[src/rtl/ex_op_sequencer_pkg.sv]
// Shared EX-stage constants: control classes, funct codes, ALU/FPU op codes,
// sequencer state and latency-class encodings.
package ex_op_sequencer_pkg;

  localparam logic [3:0] EX_ALU_R      = 4'd0;
  localparam logic [3:0] EX_ALU_I_COMP = 4'd1;
  localparam logic [3:0] EX_BRANCH     = 4'd2;
  localparam logic [3:0] EX_LUI        = 4'd3;
  localparam logic [3:0] EX_AUIPC      = 4'd4;
  localparam logic [3:0] EX_LOAD_STORE = 4'd5;
  localparam logic [3:0] EX_J          = 4'd6;
  localparam logic [3:0] EX_CSR        = 4'd7;
  localparam logic [3:0] EX_FPU        = 4'd8;

  localparam logic [6:0] FUNCT7_BASE   = 7'b0000000;
  localparam logic [6:0] FUNCT7_SUB    = 7'b0100000;
  localparam logic [6:0] FUNCT7_MULDIV = 7'b0000001;

  localparam logic [2:0] FUNCT3_ADD    = 3'b000;
  localparam logic [2:0] FUNCT3_SLL    = 3'b001;
  localparam logic [2:0] FUNCT3_SLT    = 3'b010;
  localparam logic [2:0] FUNCT3_SLTU   = 3'b011;
  localparam logic [2:0] FUNCT3_XOR    = 3'b100;
  localparam logic [2:0] FUNCT3_SR     = 3'b101;
  localparam logic [2:0] FUNCT3_OR     = 3'b110;
  localparam logic [2:0] FUNCT3_AND    = 3'b111;
  localparam logic [2:0] FUNCT3_BLTU   = 3'b110;
  localparam logic [2:0] FUNCT3_BGEU   = 3'b111;
  localparam logic [2:0] FUNCT3_CSRRW  = 3'b001;
  localparam logic [2:0] FUNCT3_CSRRS  = 3'b010;
  localparam logic [2:0] FUNCT3_CSRRC  = 3'b011;
  localparam logic [2:0] FUNCT3_CSRRWI = 3'b101;
  localparam logic [2:0] FUNCT3_CSRRSI = 3'b110;
  localparam logic [2:0] FUNCT3_CSRRCI = 3'b111;

  localparam logic [4:0] ALU_ADD    = 5'd0;
  localparam logic [4:0] ALU_SUB    = 5'd1;
  localparam logic [4:0] ALU_SLL    = 5'd2;
  localparam logic [4:0] ALU_SLT    = 5'd3;
  localparam logic [4:0] ALU_SLTU   = 5'd4;
  localparam logic [4:0] ALU_XOR    = 5'd5;
  localparam logic [4:0] ALU_SRL    = 5'd6;
  localparam logic [4:0] ALU_SRA    = 5'd7;
  localparam logic [4:0] ALU_OR     = 5'd8;
  localparam logic [4:0] ALU_AND    = 5'd9;
  localparam logic [4:0] ALU_SUBU   = 5'd10;
  localparam logic [4:0] ALU_LUI    = 5'd11;
  localparam logic [4:0] ALU_AUIPC  = 5'd12;
  localparam logic [4:0] ALU_CLEAR  = 5'd13;
  localparam logic [4:0] ALU_MUL    = 5'd14;
  localparam logic [4:0] ALU_MULH   = 5'd15;
  localparam logic [4:0] ALU_MULHSU = 5'd16;
  localparam logic [4:0] ALU_MULHU  = 5'd17;
  localparam logic [4:0] ALU_DIV    = 5'd18;
  localparam logic [4:0] ALU_DIVU   = 5'd19;
  localparam logic [4:0] ALU_REM    = 5'd20;
  localparam logic [4:0] ALU_REMU   = 5'd21;

  // FPU op codes; zero-extended to the configured FPUOp width at the point of use.
  localparam logic [2:0] FPU_FADD  = 3'd0;
  localparam logic [2:0] FPU_FSUB  = 3'd1;
  localparam logic [2:0] FPU_FMUL  = 3'd2;
  localparam logic [2:0] FPU_FDIV  = 3'd3;
  localparam logic [2:0] FPU_FSQRT = 3'd4;

  localparam logic [4:0] FPU_F7_FADD  = 5'b00000;
  localparam logic [4:0] FPU_F7_FSUB  = 5'b00001;
  localparam logic [4:0] FPU_F7_FMUL  = 5'b00010;
  localparam logic [4:0] FPU_F7_FDIV  = 5'b00011;
  localparam logic [4:0] FPU_F7_FSQRT = 5'b01011;

  typedef enum logic [1:0] {ST_IDLE, ST_BUSY, ST_DONE} seq_state_e;
  typedef enum logic [1:0] {LAT_ONE, LAT_MUL, LAT_DIV, LAT_FPU} lat_class_e;

  // Base integer op for funct7==0 register ops and for immediate ops.
  function automatic logic [4:0] base_alu_op(input logic [2:0] funct3);
    logic [4:0] op;
    case (funct3)
      FUNCT3_ADD:  op = ALU_ADD;
      FUNCT3_SLL:  op = ALU_SLL;
      FUNCT3_SLT:  op = ALU_SLT;
      FUNCT3_SLTU: op = ALU_SLTU;
      FUNCT3_XOR:  op = ALU_XOR;
      FUNCT3_SR:   op = ALU_SRL;
      FUNCT3_OR:   op = ALU_OR;
      default:     op = ALU_AND;
    endcase
    return op;
  endfunction

endpackage

[src/rtl/ex_op_decode.sv]
// Combinational EX decode: ALUOp, FPUOp, CSR-immediate select and latency class.
// EX_DIVZERO_FAST_EN: divide/remainder by zero is classed as single-cycle.
module ex_op_decode
  import ex_op_sequencer_pkg::*;
#(
  parameter int FPU_OP_W = 3
) (
  input  logic [3:0]          EXcntrl,
  input  logic [2:0]          funct3,
  input  logic [6:0]          funct7,
  input  logic                divisor_zero,
  output logic [4:0]          alu_op,
  output logic [FPU_OP_W-1:0] fpu_op,
  output logic                csr_imm,
  output lat_class_e          lat_class
);

  logic div_fast;

`ifdef EX_DIVZERO_FAST_EN
  assign div_fast = divisor_zero;
`else
  logic unused_divisor_zero;
  assign unused_divisor_zero = divisor_zero;
  assign div_fast = 1'b0;
`endif

  always_comb begin
    alu_op    = ALU_ADD;
    fpu_op    = '0;
    csr_imm   = 1'b0;
    lat_class = LAT_ONE;
    case (EXcntrl)
      EX_ALU_R: begin
        case (funct7)
          FUNCT7_BASE: alu_op = base_alu_op(funct3);
          FUNCT7_SUB: begin
            if (funct3 == FUNCT3_ADD)     alu_op = ALU_SUB;
            else if (funct3 == FUNCT3_SR) alu_op = ALU_SRA;
          end
          FUNCT7_MULDIV: begin
            case (funct3)
              3'b000:  alu_op = ALU_MUL;
              3'b001:  alu_op = ALU_MULH;
              3'b010:  alu_op = ALU_MULHSU;
              3'b011:  alu_op = ALU_MULHU;
              3'b100:  alu_op = ALU_DIV;
              3'b101:  alu_op = ALU_DIVU;
              3'b110:  alu_op = ALU_REM;
              default: alu_op = ALU_REMU;
            endcase
            // funct3[2] separates the divide/remainder group from multiplies
            if (!funct3[2])     lat_class = LAT_MUL;
            else if (!div_fast) lat_class = LAT_DIV;
          end
          default: alu_op = ALU_ADD;
        endcase
      end
      EX_ALU_I_COMP: begin
        if (funct3 == FUNCT3_SR) alu_op = (funct7 == FUNCT7_SUB) ? ALU_SRA : ALU_SRL;
        else                     alu_op = base_alu_op(funct3);
      end
      EX_BRANCH: begin
        alu_op = (funct3 == FUNCT3_BLTU || funct3 == FUNCT3_BGEU) ? ALU_SUBU : ALU_SUB;
      end
      EX_LUI:   alu_op = ALU_LUI;
      EX_AUIPC: alu_op = ALU_AUIPC;
      EX_CSR: begin
        case (funct3)
          FUNCT3_CSRRW:  alu_op = ALU_ADD;
          FUNCT3_CSRRS:  alu_op = ALU_OR;
          FUNCT3_CSRRC:  alu_op = ALU_CLEAR;
          FUNCT3_CSRRWI: begin alu_op = ALU_ADD;   csr_imm = 1'b1; end
          FUNCT3_CSRRSI: begin alu_op = ALU_OR;    csr_imm = 1'b1; end
          FUNCT3_CSRRCI: begin alu_op = ALU_CLEAR; csr_imm = 1'b1; end
          default:       alu_op = ALU_ADD;
        endcase
      end
      EX_FPU: begin
        lat_class = LAT_FPU;
        case (funct7[6:2])
          FPU_F7_FSUB:  fpu_op = FPU_OP_W'(FPU_FSUB);
          FPU_F7_FMUL:  fpu_op = FPU_OP_W'(FPU_FMUL);
          FPU_F7_FDIV:  fpu_op = FPU_OP_W'(FPU_FDIV);
          FPU_F7_FSQRT: fpu_op = FPU_OP_W'(FPU_FSQRT);
          default:      fpu_op = FPU_OP_W'(FPU_FADD);
        endcase
      end
      default: alu_op = ALU_ADD;
    endcase
  end

endmodule

[src/rtl/ex_op_sequencer.sv]
// EX-stage op sequencer: registers the decoded op and times its multi-cycle latency.
// EX_DIVZERO_FAST_EN (see ex_op_decode) shortens divide-by-zero to one cycle.
module ex_op_sequencer
  import ex_op_sequencer_pkg::*;
#(
  parameter int MUL_LAT  = 3,
  parameter int DIV_LAT  = 33,
  parameter int FPU_LAT  = 4,
  parameter int FPU_OP_W = 3
) (
  input  logic                clock,
  input  logic                reset,
  input  logic                in_valid,
  output logic                in_ready,
  input  logic [3:0]          EXcntrl,
  input  logic [2:0]          funct3,
  input  logic [6:0]          funct7,
  input  logic                divisor_zero,
  input  logic                flush,
  output logic                out_valid,
  input  logic                out_ready,
  output logic [4:0]          ALUOp,
  output logic [FPU_OP_W-1:0] FPUOp,
  output logic                csr_immidiate,
  output logic                stall
);

  seq_state_e          state_reg, state_next;
  logic [7:0]          cnt_reg, cnt_next;
  logic [4:0]          alu_reg;
  logic [FPU_OP_W-1:0] fpu_reg;
  logic                csr_reg;

  logic [4:0]          dec_alu;
  logic [FPU_OP_W-1:0] dec_fpu;
  logic                dec_csr;
  lat_class_e          dec_lat;
  logic [7:0]          lat_cycles;
  logic                accept;

  ex_op_decode #(.FPU_OP_W(FPU_OP_W)) u_decode (
    .EXcntrl      (EXcntrl),
    .funct3       (funct3),
    .funct7       (funct7),
    .divisor_zero (divisor_zero),
    .alu_op       (dec_alu),
    .fpu_op       (dec_fpu),
    .csr_imm      (dec_csr),
    .lat_class    (dec_lat)
  );

  always_comb begin
    case (dec_lat)
      LAT_MUL: lat_cycles = 8'(MUL_LAT);
      LAT_DIV: lat_cycles = 8'(DIV_LAT);
      LAT_FPU: lat_cycles = 8'(FPU_LAT);
      default: lat_cycles = 8'd1;
    endcase
  end

  assign in_ready      = (state_reg == ST_IDLE) || (state_reg == ST_DONE && out_ready);
  assign accept        = in_valid && in_ready && !flush;
  assign stall         = in_valid && !in_ready;
  assign out_valid     = (state_reg == ST_DONE);
  assign ALUOp         = alu_reg;
  assign FPUOp         = fpu_reg;
  assign csr_immidiate = csr_reg;

  // Accept is only possible from IDLE or DONE, so it shares one start path.
  always_comb begin
    state_next = state_reg;
    cnt_next   = cnt_reg;
    if (flush) begin
      state_next = ST_IDLE;
      cnt_next   = 8'd0;
    end else if (accept) begin
      if (lat_cycles <= 8'd1) begin
        state_next = ST_DONE;
        cnt_next   = 8'd0;
      end else begin
        state_next = ST_BUSY;
        cnt_next   = lat_cycles - 8'd1;
      end
    end else begin
      case (state_reg)
        ST_BUSY: begin
          if (cnt_reg <= 8'd1) begin
            state_next = ST_DONE;
            cnt_next   = 8'd0;
          end else begin
            cnt_next = cnt_reg - 8'd1;
          end
        end
        ST_DONE: if (out_ready) state_next = ST_IDLE;
        default: state_next = state_reg;
      endcase
    end
  end

  always_ff @(posedge clock or negedge reset) begin
    if (!reset) begin
      state_reg <= ST_IDLE;
      cnt_reg   <= 8'd0;
    end else begin
      state_reg <= state_next;
      cnt_reg   <= cnt_next;
    end
  end

  always_ff @(posedge clock or negedge reset) begin
    if (!reset) begin
      alu_reg <= ALU_ADD;
      fpu_reg <= '0;
      csr_reg <= 1'b0;
    end else if (accept) begin
      alu_reg <= dec_alu;
      fpu_reg <= dec_fpu;
      csr_reg <= dec_csr;
    end
  end

endmodule

[config.mk]
export PLATFORM = sky130hd
export DESIGN_NAME = ex_op_sequencer
export DESIGN_NICKNAME = d
export VERILOG_FILES = /design/src/rtl/ex_op_sequencer_pkg.sv /design/src/rtl/ex_op_decode.sv /design/src/rtl/ex_op_sequencer.sv
export SDC_FILE = /design/constraint.sdc
export NUM_CORES = 1
export LEC_CHECK = 0
export CAP_MARGIN = 20
export CORE_ASPECT_RATIO = 1.75
export CORE_UTILIZATION = 45
export DETAILED_ROUTE_END_ITERATION = 10
export HOLD_SLACK_MARGIN = 0.12
export PLACE_DENSITY = 0.72
export REMOVE_ABC_BUFFERS = 1
export SLEW_MARGIN = 10
export SYNTH_ARGS = -nofsm -noshare
export SYNTH_HDL_FRONTEND = slang
export SYNTH_SLANG_ARGS = --single-unit
export TNS_END_PERCENT = 10
[constraint.sdc]
create_clock -name clock -period 2.4 [get_ports clock]
set_clock_uncertainty 0.15 [all_clocks]
set_input_delay 0.72 -clock clock [delete_from_list [all_inputs] [get_ports clock]]
set_output_delay 0.72 -clock clock [all_outputs]
set_load 0.01 [all_outputs]
==> summary.md <==
| Metric | Value |
|---|---|
| Placer Congestion | 0.925 |
| Post-synthesis sequential area ratio | 31.4% |
| Num CTS Buffers | 3 |
| Max cap viols | 0 |
| Most common cell after layout, fill and taps aside | buf_4 |
| Hold wc startpoint | ALUOp[4] |
| Hold buffers post-CTS | 0 |
| Area delta synth->final | 41.5% |
| VDD IR max | 0.231 mV |
| Final instance area | 2140 sq um |
| Synth warn | 0 |
| Fill cells | 297 |
| CTS Buffer Depth | 2 |
| CP required | 1530 ps |
| Final period util | 97.6% |
| Syn avg cell area | 8.23 sq um |
| Clock transition at path regs | 70 ps |
| Dpl hpwl | 3430 um |
| Hold crit path type | reg -> reg |
| Max FFs per register | 8 |
| Setup Viol. Count Final | 0 |
| Final hold slack | 329 ps |
| Root buffer cell | clkbuf_8 |
| CP arrival | 1470 ps |
| Fraction of registers with async set/reset | 100% |
| Io pins | 32 |
| Startpoint types | primary input |
| DIE AREA | 3610 sq um |
| Prevailing post-synth register cell | dfrtp_1 |
| Outcome | finished, final reports clean |
| Max Slew Vio Count | 0 |
| Setup ws final | 56.7 ps |
| Residual DRC | 0 |
| Mapped Area | 1520 sq um |
| Vias per cell | 5.78 |
| Critical path class | in -> out |
| Nets | 270 |
| Initial DRC count | 44 |
| Crit path largest cell delay | 470 ps |
| DP Worst Slack | -467 ps |
| Share of layout cells above drive strength 1 | 23.6% |
| Non-filler cells, final | 289 |
| Commonest cells after routing, fill and taps aside | buf_4, clkdlybuf4s50_1, nor2_1 |
| First drt pass iteration count | 4 |
| Crit path capture type | output port |
| Clk Latency, worst-skew pair | 260 ps |
| Power Dens Cells | 407 nW/um^2 |
| CP max FO | 2 |
| Final wirelength | 4190 um |
| Worst path buffer plus inverter count | 2 |
| Fmax | 0.427 GHz |
| GR Util All Layers | 26.0% |
| Mapped Cells | 184 |
| CORE AREA | 3180 sq um |
| Initial Util | 47.7% |
| Max-slew headroom | 71.1% |
| Power Total | 874 uW |
| Die Ht | 78.8 um |
| Leak pwr | 0.923 nW |
| Critical Path Source | in_valid |
| IO buf count | 30 |
| First-pass GRT wire length | 7020 um |
| #FFs+latches synth | 19 |
| Initial antenna violation count | 0 |
| Distinct cells, synth | 53 |
| RSZ-0062 raised after global routing | false |
| H-tree Lvls | 1 |
| Critical-path cell list | clkdlybuf4s50_1 > nor2b_1 > buf_2 |
| Core Util, Final | 67.5% |
| Final min period | 2340 ps |
| Reg2Reg Launch Point | cnt_reg[0] |
| Least-Margin Pin Slew | 430 ps |
| Vias in the first global route | 1752 |
| CTS tree | yes |
| CP max-delay cell | clkdlybuf4s50_1 |
| Fin Setup TNS | 0 ps |
| Critical path's top delay family | buffers and inverters |
| Grt ovf | 0 |
| Post-synth EDFFs | 0 |
| ANT cells | 0 |
| # rows | 27 |
| Post-DRT Antenna Nets | 0 |
| Largest net degree at the start of global routing | 20 |
| CTS sink cnt | 19 |
| Fin. Hold Viols | 0 |
| Drt wl/cell | 14.5 um |
| Placed Cells | 284 |
| Via count | 1670 |
| Placed standard-cell area | 2100 sq um |
| DIE WIDTH | 45.9 um |
## repair_timing
action                                  CTS  global route
endpoints found under the setup margin    2             0
resized for setup                        10             0
setup buffers                             1             0
## Yosys cell counts (2+ instances only)
library cell / n / share of area (%)
nand4_1: 4 / 1.7
nand3b_1: 2 / 0.99
o32ai_1: 2 / 1.2
nor3_1: 4 / 1.3
a21oi_1: 11 / 3.6
nand2_1: 20 / 5.0
nand3_1: 6 / 2.0
a22oi_1: 2 / 0.99
nor4_1: 2 / 0.83
dfrtp_1: 19 / 31
o21ai_0: 10 / 3.3
o21ai_1: 11 / 3.6
xor2_1: 2 / 1.2
nor2_1: 23 / 5.7
nor3b_1: 2 / 0.99
xnor2_1: 2 / 1.2
a211oi_1: 2 / 0.99
a22o_1: 2 / 1.2
ha_1: 3 / 2.5
buf_2: 7 / 2.3
a32o_1: 3 / 2.0
nor2b_1: 3 / 1.2
nand2b_1: 7 / 2.9
and3_1: 2 / 0.83
inv_1: 5 / 1.2
## logic make-up (layout without fill, tap and decap cells)
group	Yosys count	in the layout	synth area share, %
mux	2	2	1.40
simple gates	82	82	30.1
compound gates	59	59	27.5
buf+inv	15	77	4.79
xor+xnor	4	4	2.31
fa+ha+maj	3	3	2.48
flops	19	19	31.4
## power breakdown
group	internal [mW]	switching (mW)	total, mW
Sequential	0.334	0.0164	0.351
Clock	0.116	0.114	0.230
Combinational	0.142	0.151	0.293
Total	0.592	0.282	0.874
## worst min-delay path, cell delays in order (launching register included)
cell and delay (ps):
dfrtp_1 350, nand2_1 50, nand2_1 50
## final timing paths
kind | endpoint | slack [ps] | depth (start not counted)
setup / recovery | stall | 60 | 3
hold / removal | ALUOp[4] | 330 | 2
setup reg to reg | cnt_reg[7] | 280 | 7
hold reg to reg | ALUOp[4] | 330 | 2
max in group asynchronous | cnt_reg[6] | 1260 | 2
min in group asynchronous | state_reg[1] | 630 | 2
## layer usage
layer	routed length (um)	global-route usage (%)
met1	1410	22.0
met2	2430	49.4
met3	175	3.64
met4	167	18.2
met5	0	0
## area by class of cell
cell class                      count  area [sq um]  share of cell area [%]
Timing Repair Buffer               67           579                    27.0
Inverter                            6          22.5                    1.05
Clock buffer                        3          41.3                    1.93
Sequential cell                    19           475                    22.2
Multi-Input combinational cell    150           967                    45.1
Clock inverter                      1          5.00                   0.233
Tap cell                           43          53.8                    2.51
Note: power is estimated with default switching activity, not from simulation.
